File: config.mk
export PLATFORM = sky130hd
export DESIGN_NAME = ex_muldiv_flat
export DESIGN_NICKNAME = d
export VERILOG_FILES = /design/src/rtl/ex_muldiv_if.sv /design/src/rtl/ex_muldiv.sv /design/src/flat_wrapper.sv
export SDC_FILE = /design/constraint.sdc
export NUM_CORES = 1
export LEC_CHECK = 0
export CORE_MARGIN = 8
export CORE_UTILIZATION = 53
export CTS_CLUSTER_SIZE = 12
export DETAILED_ROUTE_END_ITERATION = 7
export PLACE_DENSITY = 0.88
export RECOVER_POWER = 25
export SLEW_MARGIN = 30
export SYNTH_ARGS = -nofsm -noshare
export SYNTH_HDL_FRONTEND = slang
export SYNTH_SLANG_ARGS = --single-unit
File: constraint.sdc
create_clock -name CLK -period 3.1 [get_ports CLK]
set_clock_uncertainty 0.1 [all_clocks]
set_input_delay 0.62 -clock CLK [delete_from_list [all_inputs] [get_ports CLK]]
set_output_delay 0.62 -clock CLK [all_outputs]
set_load 0.1 [all_outputs]
File: src/rtl/ex_muldiv_if.sv
// Bundle of the EX-stage multiply/divide unit's request, control and result signals.
// The pipeline side (ID/EX latch, hazard unit) drives through the master modport;
// ex_muldiv attaches through the slave modport. dbg_state mirrors the unit's FSM state.
interface ex_muldiv_if #(
    parameter int WIDTH = 32
);
    logic             start;
    logic [1:0]       op;
    logic [WIDTH-1:0] rs_data;
    logic [WIDTH-1:0] rt_data;
    logic             flush;
    logic             wr_hi;
    logic             wr_lo;
    logic [WIDTH-1:0] wdat;
    logic             busy;
    logic             done;
    logic [WIDTH-1:0] hi;
    logic [WIDTH-1:0] lo;
    logic [1:0]       dbg_state;

    modport master (
        output start, op, rs_data, rt_data, flush, wr_hi, wr_lo, wdat,
        input  busy, done, hi, lo, dbg_state
    );

    modport slave (
        input  start, op, rs_data, rt_data, flush, wr_hi, wr_lo, wdat,
        output busy, done, hi, lo, dbg_state
    );
endinterface

File: src/rtl/ex_muldiv.sv
// Iterative multiply/divide unit for the EX stage with architectural HI/LO.
// MULT/MULTU use shift-add, DIV/DIVU use restoring division, one bit per CALC cycle;
// FIX applies sign correction and writes HI/LO. MTHI/MTLO writes land only in IDLE.
// Handshake: start is sampled only while busy is low; a request seen while busy is
// dropped, never queued. done pulses for one cycle with HI/LO already holding the
// result. flush aborts an in-flight op (CALC/FIX) without touching HI/LO or pulsing done.
// Optional feature: define MULDIV_EARLY_EXIT_EN to let multiplies leave CALC as soon as
// the remaining multiplier bits are all zero (divide latency is unaffected).
module ex_muldiv #(
    parameter int WIDTH = 32
) (
    input  logic        CLK,
    input  logic        nRST,
    ex_muldiv_if.slave  bus
);
    localparam int CW = $clog2(WIDTH);

    typedef enum logic [1:0] {
        S_IDLE = 2'd0,
        S_CALC = 2'd1,
        S_FIX  = 2'd2
    } state_t;

    state_t           r_state;
    state_t           w_next;
    logic [CW-1:0]    r_cnt;
    logic             r_is_div;
    logic             r_neg_q;    // negate product / quotient
    logic             r_neg_r;    // negate remainder (dividend was negative)
    logic             r_div0;
    logic [WIDTH-1:0] r_a;        // multiplicand magnitude / divisor magnitude
    logic [WIDTH-1:0] r_b;        // multiplier, then product low / dividend, then quotient
    logic [WIDTH-1:0] r_acc;      // product high / partial remainder
    logic [WIDTH-1:0] r_hi;
    logic [WIDTH-1:0] r_lo;
    logic             r_done;

    // Operand decode for the accept edge
    logic             w_signed;
    logic             w_rs_neg;
    logic             w_rt_neg;
    logic [WIDTH-1:0] w_rs_mag;
    logic [WIDTH-1:0] w_rt_mag;

    assign w_signed = ~bus.op[0];
    assign w_rs_neg = w_signed & bus.rs_data[WIDTH-1];
    assign w_rt_neg = w_signed & bus.rt_data[WIDTH-1];
    assign w_rs_mag = w_rs_neg ? -bus.rs_data : bus.rs_data;
    assign w_rt_mag = w_rt_neg ? -bus.rt_data : bus.rt_data;

    // One iteration of the multiply: conditional add, then shift of {acc, b}
    logic [WIDTH:0]   w_sum;
    assign w_sum = r_b[0] ? ({1'b0, r_acc} + {1'b0, r_a}) : {1'b0, r_acc};

    // One iteration of the restoring divide: shift in next dividend bit, trial subtract
    logic [WIDTH:0]   w_shift;
    logic             w_ge;
    logic [WIDTH-1:0] w_diff;
    assign w_shift = {r_acc, r_b[WIDTH-1]};
    assign w_ge    = (w_shift >= {1'b0, r_a});
    assign w_diff  = w_shift[WIDTH-1:0] - r_a;

    // Last CALC iteration detection
    logic             w_last;
    logic [2*WIDTH-1:0] w_prod;
`ifdef MULDIV_EARLY_EXIT_EN
    // r_cnt low multiplier bits remain after this edge's bit is consumed; when
    // they are zero the product only needs r_cnt further right shifts, done in FIX.
    logic [WIDTH-1:0] w_mask;
    assign w_mask = (WIDTH'(1) << r_cnt) - WIDTH'(1);
    assign w_last = (r_cnt == '0) || (!r_is_div && (((r_b >> 1) & w_mask) == '0));
    assign w_prod = {r_acc, r_b} >> r_cnt;
`else
    assign w_last = (r_cnt == '0);
    assign w_prod = {r_acc, r_b};
`endif

    // Sign-corrected results presented in FIX
    logic [2*WIDTH-1:0] w_prod_fix;
    logic [WIDTH-1:0]   w_quot;
    logic [WIDTH-1:0]   w_rem;
    assign w_prod_fix = r_neg_q ? -w_prod : w_prod;
    assign w_quot     = r_div0 ? '1 : (r_neg_q ? -r_b : r_b);
    assign w_rem      = r_neg_r ? -r_acc : r_acc;

    // State register
    always_ff @(posedge CLK or negedge nRST) begin
        if (!nRST) begin
            r_state <= S_IDLE;
        end else begin
            r_state <= w_next;
        end
    end

    // Next-state logic; flush wins over everything outside IDLE
    always_comb begin
        w_next = r_state;
        case (r_state)
            S_IDLE: if (bus.start) w_next = S_CALC;
            S_CALC: begin
                if (bus.flush)   w_next = S_IDLE;
                else if (w_last) w_next = S_FIX;
            end
            S_FIX:  w_next = S_IDLE;
            default: w_next = S_IDLE;
        endcase
    end

    // Datapath, counter, HI/LO and done pulse
    always_ff @(posedge CLK or negedge nRST) begin
        if (!nRST) begin
            r_cnt    <= '0;
            r_is_div <= 1'b0;
            r_neg_q  <= 1'b0;
            r_neg_r  <= 1'b0;
            r_div0   <= 1'b0;
            r_a      <= '0;
            r_b      <= '0;
            r_acc    <= '0;
            r_hi     <= '0;
            r_lo     <= '0;
            r_done   <= 1'b0;
        end else begin
            r_done <= 1'b0;
            case (r_state)
                S_IDLE: begin
                    if (bus.wr_hi) r_hi <= bus.wdat;
                    if (bus.wr_lo) r_lo <= bus.wdat;
                    if (bus.start) begin
                        r_is_div <= bus.op[1];
                        r_neg_q  <= w_rs_neg ^ w_rt_neg;
                        r_neg_r  <= w_rs_neg;
                        r_div0   <= bus.op[1] && (bus.rt_data == '0);
                        r_a      <= bus.op[1] ? w_rt_mag : w_rs_mag;
                        r_b      <= bus.op[1] ? w_rs_mag : w_rt_mag;
                        r_acc    <= '0;
                        r_cnt    <= CW'(WIDTH - 1);
                    end
                end
                S_CALC: begin
                    if (!bus.flush) begin
                        if (r_is_div) begin
                            r_acc <= w_ge ? w_diff : w_shift[WIDTH-1:0];
                            r_b   <= {r_b[WIDTH-2:0], w_ge};
                        end else begin
                            r_acc <= w_sum[WIDTH:1];
                            r_b   <= {w_sum[0], r_b[WIDTH-1:1]};
                        end
                        if (!w_last) r_cnt <= r_cnt - 1'b1;
                    end
                end
                S_FIX: begin
                    if (!bus.flush) begin
                        if (r_is_div) begin
                            r_hi <= w_rem;
                            r_lo <= w_quot;
                        end else begin
                            r_hi <= w_prod_fix[2*WIDTH-1:WIDTH];
                            r_lo <= w_prod_fix[WIDTH-1:0];
                        end
                        r_done <= 1'b1;
                    end
                end
                default: ;
            endcase
        end
    end

    assign bus.busy      = (r_state != S_IDLE);
    assign bus.done      = r_done;
    assign bus.hi        = r_hi;
    assign bus.lo        = r_lo;
    assign bus.dbg_state = r_state;
endmodule

File: src/flat_wrapper.sv
// flat-port wrapper written by rule: the top's interface ports become plain ports
module ex_muldiv_flat 
#(
    parameter int WIDTH = 32
)
  (CLK, nRST, bus_start, bus_op, bus_rs_data, bus_rt_data, bus_flush, bus_wr_hi, bus_wr_lo, bus_wdat, bus_busy, bus_done, bus_hi, bus_lo, bus_dbg_state);
  ex_muldiv_if #(.WIDTH(WIDTH)) bus_i ();
  input  logic CLK;
  input  logic nRST;
  input wire logic [$bits(bus_i.start)-1:0] bus_start;
  input wire logic [$bits(bus_i.op)-1:0] bus_op;
  input wire logic [$bits(bus_i.rs_data)-1:0] bus_rs_data;
  input wire logic [$bits(bus_i.rt_data)-1:0] bus_rt_data;
  input wire logic [$bits(bus_i.flush)-1:0] bus_flush;
  input wire logic [$bits(bus_i.wr_hi)-1:0] bus_wr_hi;
  input wire logic [$bits(bus_i.wr_lo)-1:0] bus_wr_lo;
  input wire logic [$bits(bus_i.wdat)-1:0] bus_wdat;
  output wire logic [$bits(bus_i.busy)-1:0] bus_busy;
  output wire logic [$bits(bus_i.done)-1:0] bus_done;
  output wire logic [$bits(bus_i.hi)-1:0] bus_hi;
  output wire logic [$bits(bus_i.lo)-1:0] bus_lo;
  output wire logic [$bits(bus_i.dbg_state)-1:0] bus_dbg_state;
  assign bus_i.start = bus_start;
  assign bus_i.op = bus_op;
  assign bus_i.rs_data = bus_rs_data;
  assign bus_i.rt_data = bus_rt_data;
  assign bus_i.flush = bus_flush;
  assign bus_i.wr_hi = bus_wr_hi;
  assign bus_i.wr_lo = bus_wr_lo;
  assign bus_i.wdat = bus_wdat;
  assign bus_busy = bus_i.busy;
  assign bus_done = bus_i.done;
  assign bus_hi = bus_i.hi;
  assign bus_lo = bus_i.lo;
  assign bus_dbg_state = bus_i.dbg_state;
  ex_muldiv #(.WIDTH(WIDTH)) u_core (.CLK(CLK), .nRST(nRST), .bus(bus_i));
endmodule
# After elaboration in Yosys (flattened, before gate mapping)
# Cells that the tools add are included.
# word_totals
register_bits,172
in_bits,104
out_inout_bits,68
elab_cells,83
# op_classes
n_addsub,8
n_lt_le_gt_ge,1
eq_ne,9
mux,36
bitwise_logic,4
n_reduce_logical,13
# op_table
op,n
$mux 32,20
$pmux 32 s2,4
$neg 32->32,4
$mux 64,1
$neg 64->64,1
$add 32x32->33,1
$ge 33x32->1,1
$mux 33,1
$logic_not 32->1,1
$sub 32x32->32,1
$mux 5,3
$ne 2x2->1 const B,6
$pmux 5 s2,1
$reduce_and 3->1,3
$mux 2,3
$reduce_bool 2->1,3
$logic_not 5->1,1
$sub 5x1->5 const B,1
$pmux 2 s2,1
$reduce_and 2->1,2
$reduce_and 4->1,1
$ne 3x2->1 const B,1
$and 1x1->1,2
$eq 2x1->1 const B,1
6 further kinds,7

# Depth between registers and ports, before layout
# Gate-level depths: netlist (run 1).
# depth
ltp_word,6
ltp_mapped,14
depth_no_buf,13

# Least setup slack after synthesis (run 1)
# Ideal clock, no wire load.
# synth_timing
path_kind,register to register
from,register u_core.r_acc[17]
to,register u_core.r_acc[3]
setup_ps,132
arrival_ps,3190
t_required_ps,2868
setup_slack_ps,-322
path_stages_with_launch,14
path_buffers,3
period_less_slack_ps,3422
cell_sequence,dfrtp_1 > ha_1 > clkbuf_1 > a21o_1 > a21o_1 > a21o_1 > a221oi_1 > inv_1 > o21ai_0 > clkbuf_1 > clkbuf_1 > a21oi_1 > a211oi_1 > o22ai_1
# synth_via
elab_chain_cells,5
# synth_lines
item,line_no,rtl
"start, declared",ex_muldiv.sv:33,logic [WIDTH-1:0] r_acc;
"start signal, assigned",ex_muldiv.sv:143,r_acc <= w_ge ? w_diff : w_shift[WIDTH-1:0];
"start signal, assigned",ex_muldiv.sv:146,r_acc <= w_sum[WIDTH:1];
$ge 33x32->1,ex_muldiv.sv:60,"assign w_ge = (w_shift >= {1'b0, r_a});"
$mux 32,ex_muldiv.sv:143,
$mux 32,ex_muldiv.sv:142,if (r_is_div) begin
$mux 32,ex_muldiv.sv:141,if (!bus.flush) begin
$pmux 32 s2,ex_muldiv.sv:125,case (r_state)
# No other way between the ends. The select of a mux whose other input is x is not followed.
# A chain may end at the register's enable or synchronous reset.

# Worst setup path after layout (run 1)
# layout_timing
from,register u_core.r_acc[0]
to,register u_core.r_acc[27]
# layout_via
elab_chain_cells,5
elab_cells_between_ends,8
cone_classes,add/sub: 2; order compare: 1; mux: 5
# layout_lines
item,line_no,rtl
"$add 32x32->33, or another cell as far along",ex_muldiv.sv:53,"assign w_sum = r_b[0] ? ({1'b0, r_acc} + {1'b0, r_a}) : {1'b0, r_acc};"
$mux 33 or $mux 32 (tied branches),"ex_muldiv.sv:53, ex_muldiv.sv:143",
$mux 32 *,ex_muldiv.sv:142,
$mux 32 *,ex_muldiv.sv:141,
$pmux 32 s2 *,ex_muldiv.sv:125,
# Mark *: on every way between the ends. The rest lies on a longest branch, timed or not. The select of a mux whose other input is x is not followed.

==> impl_metrics.yaml, run 1 <==
outcome:
  status: "complete, but fails checks"
  violations: "max-capacitance violations, max-slew violations, negative setup slack"
cells_and_area:
  area_growth_pct: 38.08
  instances_no_fill: 2865
  n_fill_cell: 2153
  postLayoutCoreUtil_pct: 74.32
  layout-drive-gt1-share_pct: 26.61
  final_nets: 2643
  stdcell_area_um2: 21330
clock_network:
  cts_buffers: 17
  cts_tree: "done"
  worst_skew_pair.late_latency_ns: 0.46
  clk_path_buf_depth: 2
  postCtsHoldBufs: 0
  clkTransAtPathRegs_ns: 0.08
  cts.sinks: 172
  h-tree-depth: 4
  cts_root_buf: "clkbuf_16"
sta:
  slew_violations: 44
  timing.fmax_mhz: 301.6
  tightest_slew_ns: 2.261
  min_period_ns: 3.315
  finalCritPeriodShare_pct: 106.9
  hold_viol_final: 0
  rsz0062_at_grt: "yes"
  slew_headroom_pct: -50.72
  hold_slack_ns: 0.3852
  finalSetupViolations: 14
  fin_ws_ns: -0.2152
detailed_routing:
  wl_per_cell_um: 22.88
  antenna_left: 0
  vias: 18390
  firstDrtPassIters: 6
  drc: 0
  via_per_inst: 6.420
  drtIter0Drc: 2340
  wl_um: 65560
setup_path:
  cp-start-kind: "register"
  crit_type: "reg -> reg"
  cp.required_ns: 3.38
  cp.arrival_ns: 3.60
  worstPathMaxFanout: 3
  endpoint_kind: "register"
logic_synthesis:
  ys_ff_latch: 172
  yosysWarningCount: 0
  yosys-top-cells-count: "nand2_1, o21ai_0, a21oi_1, nor2_1, dfrtp_1"
  synth_cell_types: 87
  syn_inst: 2024
  synth_area_per_cell_um2: 7.633
  synth.area.top_cells: "dfrtp_1, o21ai_0, a21oi_1"
  seq_area_frac_synth_pct: 27.86
  netlist.area_leader.share_pct: 27.86
  synth_top_area_cell: "dfrtp_1"
  syn_nets: 2200
  synth-edff-count: 0
  synth_area_um2: 15450
  synth-main-ff-cell: "dfrtp_1"
  async_reset_ff_share_pct: 100.0
power_and_ir_drop:
  leakage_nw: 9.613
  max-vdd-ir-drop_v: 0.0005433
  power_density_nw_per_um2: 994.6
die:
  ioPinCount: 172
  core_region_area_um2: 28700
  fp-row-count: 62
  die_area_um2: 34870
  die_w_um: 186.7
  die_height_um: 186.7
  start_util_pct: 53.83
min_path:
  min_path_type: "reg -> reg"
global_route:
  grt_pass1_wl_um: 100400
  antenna_found_initial: 2
  grt_util_all_layers_pct: 35.91
  grt_pass1_vias: 17630
  grt_max_degree: 89
  grt-ovfl-total: 0
place:
  io_buffers: 171
  gp_congestion: 1.037
  dp.cells: 2801
  post-place-ws_ns: -0.3522
  hpwlAfterDp_um: 50600
  place_area_um2: 19760
job:
  max_cap_viol_count: 1
-- layer usage --
metal | GRT usage [%] | wire, um
met2 | 55.25 | 28430
met4 | 17.78 | 3891
met1 | 45.42 | 25260
met5 | 0 | 81
met3 | 10.66 | 7904
-- power breakdown --
group          internal (W)  switching [W]
clock               0.00112        0.00120
combinational       0.00636        0.00907
sequential          0.00286       0.000594
total                0.0104         0.0109
-- logic make-up after synthesis --
family | synth area share, %
AOI/OAI and AO/OA | 27.46
xor gates and xnor gates | 9.127
adders and majority gates | 5.928
buffers and inverters | 5.272
DFF | 27.86
muxes | 3.644
and+or+nand+nor | 20.71
-- final timing paths --
kind / from / to / slack (ns) / cells after the start
worst max-delay path: u_core.r_acc[0]$_DFFE_PN0P_ / u_core.r_acc[27]$_DFFE_PN0P_ / -0.22 / 13
worst min-delay path: u_core.bus.hi[18]$_DFFE_PN0P_ / u_core.bus.hi[18]$_DFFE_PN0P_ / 0.39 / 2
worst max register to register: u_core.r_acc[0]$_DFFE_PN0P_ / u_core.r_acc[27]$_DFFE_PN0P_ / -0.22 / 13
worst min register to register: u_core.bus.hi[18]$_DFFE_PN0P_ / u_core.bus.hi[18]$_DFFE_PN0P_ / 0.39 / 2
max in group asynchronous: nRST / u_core.bus.hi[22]$_DFFE_PN0P_ / 0.27 / 2
min in group asynchronous: nRST / u_core.r_a[19]$_DFFE_PN0P_ / 0.87 / 1
-- registers in the layout, summed over array words and instances (netlist names) --
signal / count
u_core.r_a: 32
u_core.r_neg_r: 1
u_core.r_acc: 32
u_core.r_is_div: 1
u_core.r_b: 32
u_core.bus.hi: 32
u_core.bus.dbg_state: 2
u_core.r_cnt: 5
u_core.r_neg_q: 1
u_core.bus.lo: 32
u_core.bus.done: 1
u_core.r_div0: 1
-- metrics by stage --
step / setup TNS, ns / power, W
2_1_floorplan: -0.05647 / 0.01143
3_3_place_gp: -8.190 / 0.01683
3_5_place_dp: -10.73 / 0.01704
4_1_cts: -0.4179 / 0.01973
5_1_grt: -13.15 / 0.02224
6_report: -1.444 / 0.02122
-- cell type report --
cell class / count / area [um2] / share of cell area, %
inverter: 64 / 240.2 / 1.126
timing repair buffer: 566 / 4616 / 21.64
clock buffer: 17 / 425.4 / 1.994
multi-input combinational: 1646 / 11060 / 51.82
antenna: 1 / 2.502 / 0.01173
clock inverter: 15 / 198.9 / 0.9326
sequential: 172 / 4314 / 20.22
tap: 384 / 480.5 / 2.252
-- worst max-delay path, cell delays in order, from the launching register on --
cell	delay (ns)
dfrtp_1	0.39
buf_6	0.12
ha_4	0.13
inv_2	0.04
fa_2	0.40
nor2b_4	0.14
o31a_1	0.22
o22ai_2	0.10
o31a_1	0.34
o211ai_1	0.37
a21oi_1	0.13
o31a_1	0.33
a311o_1	0.34
nor3_2	0.11
-- cell usage in the layout (no fill, tap or decap), drive strengths merged, types with 6 or more instances in the layout --
master | synthesis | routed
clkinv | 1 | 6
o31ai | 30 | 30
o22ai | 31 | 31
a21o | 37 | 37
a221o | 10 | 10
or2 | 11 | 11
mux2i | 45 | 45
xor2 | 75 | 75
clkbuf | 115 | 17
ha | 70 | 70
dfrtp | 172 | 172
o41ai | 11 | 11
a31oi | 22 | 22
o21ai | 215 | 215
nand2 | 216 | 216
nor4 | 23 | 23
nor2b | 14 | 14
and2 | 16 | 16
a221oi | 6 | 6
a21boi | 7 | 7
nand4 | 15 | 15
a211oi | 26 | 26
nor3 | 49 | 49
or4 | 12 | 12
o211ai | 13 | 13
o21bai | 6 | 6
nand3 | 47 | 47
o21a | 14 | 14
and3 | 29 | 29
nand2b | 18 | 18
xnor2 | 86 | 86
a21oi | 194 | 194
o31a | 7 | 7
buf | 27 | 464
clkdlybuf4s50 | 0 | 101
mux2 | 10 | 10
nor2 | 186 | 186
inv | 63 | 73
or3 | 14 | 14
-- repair_timing --
item,in CTS,in global routing
resized for setup,55,129
pin swaps,25,65
buffers inserted,11,22
cloned,0,1
setup endpoints to repair,44,71
No activity file was read; power rests on OpenSTA's default activity.
==> run 2, diff against run 1 <==
--- a/config.mk
+++ b/config.mk
@@ -15,3 +15,4 @@
 export SYNTH_ARGS = -nofsm -noshare
 export SYNTH_HDL_FRONTEND = slang
 export SYNTH_SLANG_ARGS = --single-unit
+export TNS_END_PERCENT = 100
==> results of run 2 <==
The final DEF is identical to that of run 1; final timing and power are the same.
